==> src/rtl/bcd_multi_counter.sv <==
// rtl/bcd_multi_counter.sv - multi-digit radix-N up/down counter with wrap, saturate and one-shot limits
// Ripple digit arithmetic, inc edge detection, cascade carry/borrow, parallel load and clamp.
module bcd_multi_counter #(
  parameter int DIGITS = 4,
  parameter int RADIX  = 10,
  parameter int DW     = (RADIX > 2) ? $clog2(RADIX) : 1
) (
  input  logic                 clk,
  input  logic                 reset,
  input  logic                 inc,
  input  logic                 cin,
  input  logic                 dir,
  input  logic [1:0]           mode,
  input  logic [DIGITS*DW-1:0] limit,
  input  logic                 load,
  input  logic [DIGITS*DW-1:0] load_val,
  input  logic                 clear,
  output logic [DIGITS*DW-1:0] cnt_out,
  output logic                 carry_out,
  output logic                 borrow_out,
  output logic                 at_zero,
  output logic                 at_limit,
  output logic                 done
);

  localparam logic [DW-1:0] MAXD = DW'(RADIX - 1);

  logic [DIGITS*DW-1:0] r_cnt;
  logic                 r_inc_q;
  logic                 r_arm;
  logic                 r_carry;
  logic                 r_borrow;
  logic                 r_done;

  logic [DIGITS*DW-1:0] w_lim;
  logic [DIGITS*DW-1:0] w_ld;
  logic [DIGITS*DW-1:0] w_up;
  logic [DIGITS*DW-1:0] w_dn;
  logic                 w_up_c;
  logic                 w_dn_b;
  logic                 w_gt;
  logic                 w_step;
  logic                 w_wrap;
  logic                 w_os;
  logic                 w_ge_lim;

  always_comb begin
    logic c_up;
    logic c_dn;
    logic decided;
    w_lim   = '0;
    w_ld    = '0;
    w_up    = '0;
    w_dn    = '0;
    w_gt    = 1'b0;
    c_up    = 1'b1;
    c_dn    = 1'b1;
    decided = 1'b0;
    for (int i = 0; i < DIGITS; i++) begin
      w_lim[i*DW +: DW] = (limit[i*DW +: DW] > MAXD) ? MAXD : limit[i*DW +: DW];
      w_ld[i*DW +: DW]  = (load_val[i*DW +: DW] > MAXD) ? MAXD : load_val[i*DW +: DW];
      w_up[i*DW +: DW]  = r_cnt[i*DW +: DW];
      w_dn[i*DW +: DW]  = r_cnt[i*DW +: DW];
      if (c_up) begin
        if (r_cnt[i*DW +: DW] == MAXD) begin
          w_up[i*DW +: DW] = '0;
        end else begin
          w_up[i*DW +: DW] = r_cnt[i*DW +: DW] + DW'(1);
          c_up = 1'b0;
        end
      end
      if (c_dn) begin
        if (r_cnt[i*DW +: DW] == '0) begin
          w_dn[i*DW +: DW] = MAXD;
        end else begin
          w_dn[i*DW +: DW] = r_cnt[i*DW +: DW] - DW'(1);
          c_dn = 1'b0;
        end
      end
    end
    // Most significant digit decides the magnitude compare.
    for (int i = DIGITS - 1; i >= 0; i--) begin
      if (!decided) begin
        if (r_cnt[i*DW +: DW] > w_lim[i*DW +: DW]) begin
          w_gt    = 1'b1;
          decided = 1'b1;
        end else if (r_cnt[i*DW +: DW] < w_lim[i*DW +: DW]) begin
          decided = 1'b1;
        end
      end
    end
    w_up_c = c_up;
    w_dn_b = c_dn;
  end

  // r_arm blocks a step until inc has been seen low after reset.
  assign w_step   = (inc & ~r_inc_q & r_arm) | cin;
  assign w_wrap   = (mode == 2'b00);
  assign w_os     = (mode == 2'b10);
  assign at_zero  = (r_cnt == '0);
  assign at_limit = (r_cnt == w_lim);
  assign w_ge_lim = w_gt | at_limit;

  always_ff @(posedge clk or posedge reset) begin
    if (reset) begin
      r_cnt    <= '0;
      r_inc_q  <= 1'b0;
      r_arm    <= 1'b0;
      r_carry  <= 1'b0;
      r_borrow <= 1'b0;
      r_done   <= 1'b0;
    end else begin
      r_inc_q  <= inc;
      r_arm    <= r_arm | ~inc;
      r_carry  <= 1'b0;
      r_borrow <= 1'b0;
      if (clear) begin
        r_cnt  <= '0;
        r_done <= 1'b0;
      end else if (load) begin
        r_cnt  <= w_ld;
        r_done <= 1'b0;
      end else if (w_step && !(w_os && r_done)) begin
        if (w_wrap) begin
          if (!dir) begin
            r_cnt   <= w_up;
            r_carry <= w_up_c;
          end else begin
            r_cnt    <= w_dn;
            r_borrow <= w_dn_b;
          end
        end else if (!dir) begin
          if (w_ge_lim) begin
            r_cnt <= w_lim;
            if (w_os) r_done <= 1'b1;
          end else begin
            r_cnt <= w_up;
            if (w_os && (w_up == w_lim)) r_done <= 1'b1;
          end
        end else begin
          if (at_zero) begin
            if (w_os) r_done <= 1'b1;
          end else begin
            r_cnt <= w_dn;
            if (w_os && (w_dn == '0)) r_done <= 1'b1;
          end
        end
      end else if (!w_wrap && w_gt) begin
        r_cnt <= w_lim;
      end
    end
  end

  assign cnt_out    = r_cnt;
  assign carry_out  = r_carry;
  assign borrow_out = r_borrow;
  assign done       = r_done;

endmodule

==> config.mk <==
export PLATFORM = sky130hd
export DESIGN_NAME = bcd_multi_counter
export DESIGN_NICKNAME = d
export VERILOG_FILES = /design/src/rtl/bcd_multi_counter.sv
export SDC_FILE = /design/constraint.sdc
export NUM_CORES = 1
export LEC_CHECK = 0
export ABC_AREA = 1
export CAP_MARGIN = 10
export CORE_ASPECT_RATIO = 0.75
export CORE_UTILIZATION = 40
export DETAILED_ROUTE_END_ITERATION = 7
export DONT_BUFFER_PORTS = 1
export SYNTH_ARGS = -nofsm -noshare
export SYNTH_HDL_FRONTEND = slang
export SYNTH_SLANG_ARGS = --single-unit
==> constraint.sdc <==
create_clock -name clk -period 2 [get_ports clk]
set_clock_uncertainty 0.05 [all_clocks]
set_input_delay 0.4 -clock clk [delete_from_list [all_inputs] [get_ports clk]]
set_output_delay 0.4 -clock clk [all_outputs]
set_load 0.02 [all_outputs]
; ---- Word-level counts from Yosys, hierarchy flattened
; Index checks and enable logic that the tools add are counted.
[totals]
in_bits = 41
register_bits = 21
word_cells = 145
output_inout_bits = 21
[op_classes]
reduce_logical = 19
order_cmp = 15
eq_ne = 10
mux = 80
add_sub_neg = 8
bitwise_logic = 7
[op_table]
columns = operator, n
row1 = 16-bit two-way mux, 9
row2 = 4-bit two-way mux, 22
row3 = 1-bit two-way mux, 49
row4 = 16-bit equality test, 2
row5 = "4-bit > comparator, second input constant", 8
row6 = 16-bit logical NOT, 2
row7 = "4-bit by 1-bit adder with 4-bit output, second input constant", 4
row8 = "4-bit equality test, second input constant", 4
row9 = 4-bit > comparator, 4
row10 = 4-bit logical NOT, 4
row11 = "4-bit by 1-bit subtractor with 4-bit output, second input constant", 4
row12 = 4-bit less-than comparator, 3
row13 = "6-bit inequality test, second input constant", 1
row14 = 1-bit logical AND, 5
row15 = "5-bit by 1-bit inequality test with 1-bit output, second input constant", 1
row16 = 5-bit nonzero test, 1
row17 = 4-bit AND reduction, 1
row18 = 4-bit nonzero test, 1
row19 = "3-bit inequality test, second input constant", 1
row20 = 1-bit bitwise OR, 3
row21 = 3-bit nonzero test, 1
row22 = 1-bit AND, 2
row23 = "2-bit equality test, second input constant", 1
row24 = 1-bit logical NOT, 2
row25 = other kinds (3), 4

; ---- Logic depth before layout (Yosys ltp)
[logic_depth]
depth_word = 17
mapped_depth = 23
ltp_nobuf = 22

; ---- Least setup slack after synthesis
; OpenSTA, ideal clock, no wires.
[synth_timing]
kind = input-to-reg
start = in limit[14]
end = reg r_cnt[0], in the netlist cnt_out[0]
n_path_buf = 1
arrival_ps = 2338
setup_ps = 65
path_stages = 20
required_time_ps = 1885
path_slack_ps = -454
path_cell_list = o21ai_0 > inv_1 > nor2_1 > inv_1 > ha_1 > nand2_1 > inv_1 > nand2_1 > nor2_1 > nand2_1 > nor2_1 > nand2_1 > nand2_1 > nand2_1 > nand3_1 > nand3b_2 > buf_6 > a21oi_1 > nand2_1 > nand2_1
[synth_via]
elab_chain_cells = 17
word_cells_on_any_way = 26
classes_between = order compare: 3 / eq/ne: 1 / mux: 18 / bitwise: 1 / reduce/logical: 3
[synth_rtl]
columns = element, line
row1 = "start, declared", 14  ; input logic [DIGITS*DW-1:0] limit,
row2 = 4-bit > comparator, 60  ; w_lim[i*DW +: DW] = (limit[i*DW +: DW] > MAXD) ? MAXD : limit[i*DW +: DW];
row3 = 4-bit two-way mux (*), 60
row4 = 4-bit > comparator / 4-bit less-than comparator (equally long branches), "84, 87"
row5 = "1-bit two-way mux, on equally long branches", "84, 87"
row6 = 1-bit two-way mux, 84  ; if (r_cnt[i*DW +: DW] > w_lim[i*DW +: DW]) begin
row7 = 1-bit two-way mux, 83  ; if (!decided) begin
row8 = 1-bit two-way mux, 84
row9 = 1-bit two-way mux, 83
row10 = 1-bit two-way mux, 84
row11 = 1-bit two-way mux, 83
row12 = 1-bit bitwise OR, 102  ; assign w_ge_lim = w_gt | at_limit;
row13 = 16-bit two-way mux, 133  ; if (w_ge_lim) begin
row14 = 16-bit two-way mux, 132  ; end else if (!dir) begin
row15 = 16-bit two-way mux, 124  ; if (w_wrap) begin
row16 = 16-bit two-way mux, 123  ; end else if (w_step && !(w_os && r_done)) begin
row17 = 16-bit two-way mux, 120  ; end else if (load) begin
row18 = 16-bit two-way mux, 117  ; if (clear) begin
row19 = "end signal, assigned", 121  ; r_cnt <= w_ld;
row20 = "end signal, assigned", 126  ; r_cnt <= w_up;
row21 = "end signal, assigned", 129  ; r_cnt <= w_dn;
row22 = "end, declared", 28  ; logic [DIGITS*DW-1:0] r_cnt;
; Every way passes the cells marked *; elsewhere a longest branch is shown, timed or not.
; A chain may end at the register's enable or synchronous reset.

; ---- Worst setup path in the final report
[layout_timing]
start = reg r_cnt[8], in the netlist cnt_out[8]
end = out at_limit
[layout_via]
elab_chain_cells = 1
[layout_rtl]
columns = element, line
row1 = 16-bit equality test, 101  ; assign at_limit = (r_cnt == w_lim);
row2 = "end, declared", 22  ; output logic at_limit,
; No other way between the ends.

==> results by group <==
Outcome
  • Run status: finished with violations
  • Violated checks: design-rule violations, negative setup slack

Yosys
  • Post-synth EDFFs: 0
  • Largest area contributor in the synthesized netlist: sky130_fd_sc_hd__nand2_1
  • Dominant cell by count in the synthesized netlist: sky130_fd_sc_hd__nand2_1
  • Synth top area share: 0.273
  • Unique cell type count in the Yosys netlist: 40
  • Cells after synthesis: 656
  • Register area share after synthesis: 0.145
  • List of most frequent post-synthesis cells: sky130_fd_sc_hd__nand2_1 (263), sky130_fd_sc_hd__inv_1 (86), sky130_fd_sc_hd__nand3_1 (68)
  • Post-synthesis net count: 728
  • Synth area leaders: sky130_fd_sc_hd__nand2_1 (27%), sky130_fd_sc_hd__dfrtp_1 (15%), sky130_fd_sc_hd__ha_1 (11%)
  • Total of warnings raised by yosys: 0
  • Cell area after technology mapping: roughly 3600 um^2
  • Share of synthesized flip-flops with an asynchronous set or reset: 1.00
  • Most used flip-flop cell after synthesis: sky130_fd_sc_hd__dfrtp_1
  • Mapped Avg Cell Area: 5.52 um^2
  • Register bit total from synthesis: 21

Critical path
  • Data arrival time at the worst-slack endpoint: 1.88 ns
  • Count of cells along the worst register-to-register path: 14
  • Max FO, Critical Path: 3
  • Origin of the critical flop-to-flop path: cnt_out[8]
  • Register-to-register setup slack: -0.28 ns
  • Most used cell along the critical path: sky130_fd_sc_hd__nand4_1
  • Setup crit end kind: primary output
  • Destination of the worst register-to-register timing path: cnt_out[14]
  • Top cell family by delay on the critical path: simple AND/OR/NAND/NOR gates
  • Cell with the largest stage delay on the worst path: sky130_fd_sc_hd__dfrtp_1
  • Worst path cell trace: inv_1 -> ha_1 -> nand4_1 -> nor2_4 -> nand4_1 -> buf_4 -> inv_4
  • Maximum cell stage delay along the critical path: ~0.42 ns
  • Buf/Inv on CP: 3
  • Element type at the critical path start: flip-flop
  • Required time of the critical path: 1.55 ns
  • Worst setup path category: reg2out

STA
  • Hold Fails Final Rpt: 0
  • Setup repair after global routing missed its margin: true
  • Min Clock Period, post-route: 2.33 ns
  • Achievable Freq: 430 MHz
  • Hold Worst Slack: roughly 0.018 ns
  • Final worst path period share: 1.16
  • Number of max-slew violations in the final report: 0
  • Relative slew slack: 0.725
  • Count of endpoints failing setup in the final report: 19
  • Transition time of the tightest slew-check pin: 0.412 ns
  • Worst path setup slack after routing: -0.326 ns

Clock network
  • H-Tree Depth: 1
  • Root buffer cell: sky130_fd_sc_hd__clkbuf_16
  • CTS sink cnt: 21
  • Register clock-pin slew on the reported worst setup and hold paths: 0.07 ns
  • TritonCTS clock tree: built
  • Later-pin clock latency in the skew report: around 0.27 ns
  • Quantity of hold-fixing buffers added after cts: 0
  • Max clock buf depth: 2
  • Inserted Clock Buffers: 3

Floorplan
  • Total core area: around 8600 um^2
  • Total I/O pin count: 62
  • Die Span X: 112 um
  • Initial core utilization: 0.419
  • Floorplan row count: 29
  • Vertical extent of the die: around 84 um
  • Area enclosed by the die boundary: between 9000 and 10000 um^2

Job
  • Number of violations of the max-capacitance limit: 0

Placed design
  • Worst setup slack after placement: -0.589 ns
  • Routability-driven placement congestion ratio: 0.958
  • Number of input and output port buffers inserted: 0
  • DPL Wire Length: roughly 11000 um

Power and ir drop
  • Power Total: 0.00301 W
  • Peak supply drop: 0.000414 V
  • Total power density per cell area: 551 nW/um^2
  • Leakage: slightly below 3 nW

Layout
  • Area Growth Syn to Fin: 50.7%
  • Proportion of layout cells with a drive suffix above 1: 0.327
  • Final cell utilization of the core: 0.632
  • Fill count: between 700 and 800
  • ANT cells: 0
  • Post-layout net count: between 800 and 900

Global route
  • First-pass GRT wire length: between 20000 and 25000 um
  • Pin count of the biggest net entering global routing: 27
  • Total routing usage reported by global routing: 0.301
  • Overflow after GRT: 0
  • Antenna violations before repair: 0
  • Number of global-route vias before repair: between 4000 and 5000

Detailed routing
  • Post-detailed-route DRC marker count: 5
  • Final ANT Viol Nets: 0
  • Via count: 4746
  • Violation count after the first detailed-route iteration: 409
  • Total iterations of the first detailed-routing run: 7
  • Routed vias/inst: ~5.3
  • Average wire per standard cell: 15.8 um
  • Total routed wirelength: roughly 14000 um

Hold path
  • Hold/Removal Path Class: in2async
-- area by class of cell --
type                            count  area, um^2  area share
Inverter                           91         359      0.0658
Timing Repair Buffer              147        1210       0.222
Tap cell                          108         135      0.0248
Clock inverter                      1        7.51     0.00138
Multi-Input combinational cell    528        3140       0.575
Sequential cell                    21         529      0.0970
Clock buffer                        3        75.1      0.0138
-- layer usage --
metal  global-route usage  share of wire  vias up
met3               0.0664           0.11       18
met4               0.0467          0.010        0
met5                    0              0        -
li1                     -              -     2360
met1                0.456           0.48     2131
met2                0.434           0.40      237
-- placed cells by master, fill, tap and decap left out, types with 2 or more instances in the layout --
cell type	synthesis	routed
sky130_fd_sc_hd__nand2_1	263	246
sky130_fd_sc_hd__buf_4	0	131
sky130_fd_sc_hd__inv_1	86	70
sky130_fd_sc_hd__nand3_1	68	59
sky130_fd_sc_hd__nor2_1	49	37
sky130_fd_sc_hd__o21ai_0	30	24
sky130_fd_sc_hd__a21oi_1	27	19
sky130_fd_sc_hd__ha_1	31	18
sky130_fd_sc_hd__dfrtp_1	21	18
sky130_fd_sc_hd__nand2_2	2	16
sky130_fd_sc_hd__inv_2	4	15
sky130_fd_sc_hd__ha_4	0	13
sky130_fd_sc_hd__nand4_1	12	12
sky130_fd_sc_hd__buf_6	2	11
sky130_fd_sc_hd__nor2_2	1	8
sky130_fd_sc_hd__a21oi_2	1	8
sky130_fd_sc_hd__nand3_2	1	6
sky130_fd_sc_hd__nand2_4	3	6
sky130_fd_sc_hd__xor2_1	6	6
sky130_fd_sc_hd__nor2_4	0	5
sky130_fd_sc_hd__nand3_4	1	5
sky130_fd_sc_hd__inv_4	0	5
sky130_fd_sc_hd__nor3_1	6	5
sky130_fd_sc_hd__o21ai_2	3	4
sky130_fd_sc_hd__o211ai_1	4	4
sky130_fd_sc_hd__o21ai_1	1	4
sky130_fd_sc_hd__clkbuf_16	0	4
sky130_fd_sc_hd__buf_12	0	4
sky130_fd_sc_hd__dfrtp_2	0	3
sky130_fd_sc_hd__nand3b_1	2	2
sky130_fd_sc_hd__nor2_8	2	2
sky130_fd_sc_hd__o21ai_4	0	2
sky130_fd_sc_hd__nand3b_4	0	2
sky130_fd_sc_hd__nor3_4	1	2
-- repair_timing --
| item | in CTS | in global routing |
|---|---|---|
| buffers inserted | 18 | 6 |
| cloned | 2 | 1 |
| pin swaps | 33 | 31 |
| endpoints found under the setup margin | 20 | 20 |
| endpoints found under the hold margin | 0 | 0 |
| resized for setup | 69 | 48 |
-- state kept, by name, summed over array words and instances (netlist names) --
register    count
borrow_out      1
carry_out       1
cnt_out        16
done            1
r_arm           1
r_inc_q         1
-- cells by family after synthesis --
group                    synth area share
buffers and inverters               0.121
AND/OR/NAND/NOR                     0.497
flip-flops                          0.145
AO/OA/AOI/OAI                       0.114
XOR/XNOR                           0.0169
adder cells (fa/ha/maj)             0.107
-- stage by stage --
step                      setup TNS (ns)  instances  instance area, um^2
after floorplan                    -4.51        656                 3700
after global placement             -8.10        868                 4680
after detailed placement           -9.08        868                 4680
after CTS                          -3.60        892                 5180
after global routing               -6.60        899                 5460
final                              -4.86        899                 5460
-- report_power, final --
part | switching [W] | leakage (nW) | total (W) | internal, W
combinational | 0.00114 | 2.67 | 0.00202 | 0.000872
clock | 0.000199 | 0.0371 | 0.000472 | 0.000272
sequential | 0.0000527 | 0.263 | 0.000519 | 0.000466
-- how the worst max path moves through the flow --
stage / from / to / cells past startpoint
after global placement: limit[10] / cnt_out[8] / 18
after floorplan: limit[14] / cnt_out[13] / 21
after detailed placement: limit[14] / cnt_out[8] / 20
final: cnt_out[8] / at_limit / 7
after global routing: cnt_out[9] / done / 19
after CTS: cnt_out[13] / done / 14
Power figures use the tool's default switching activity.
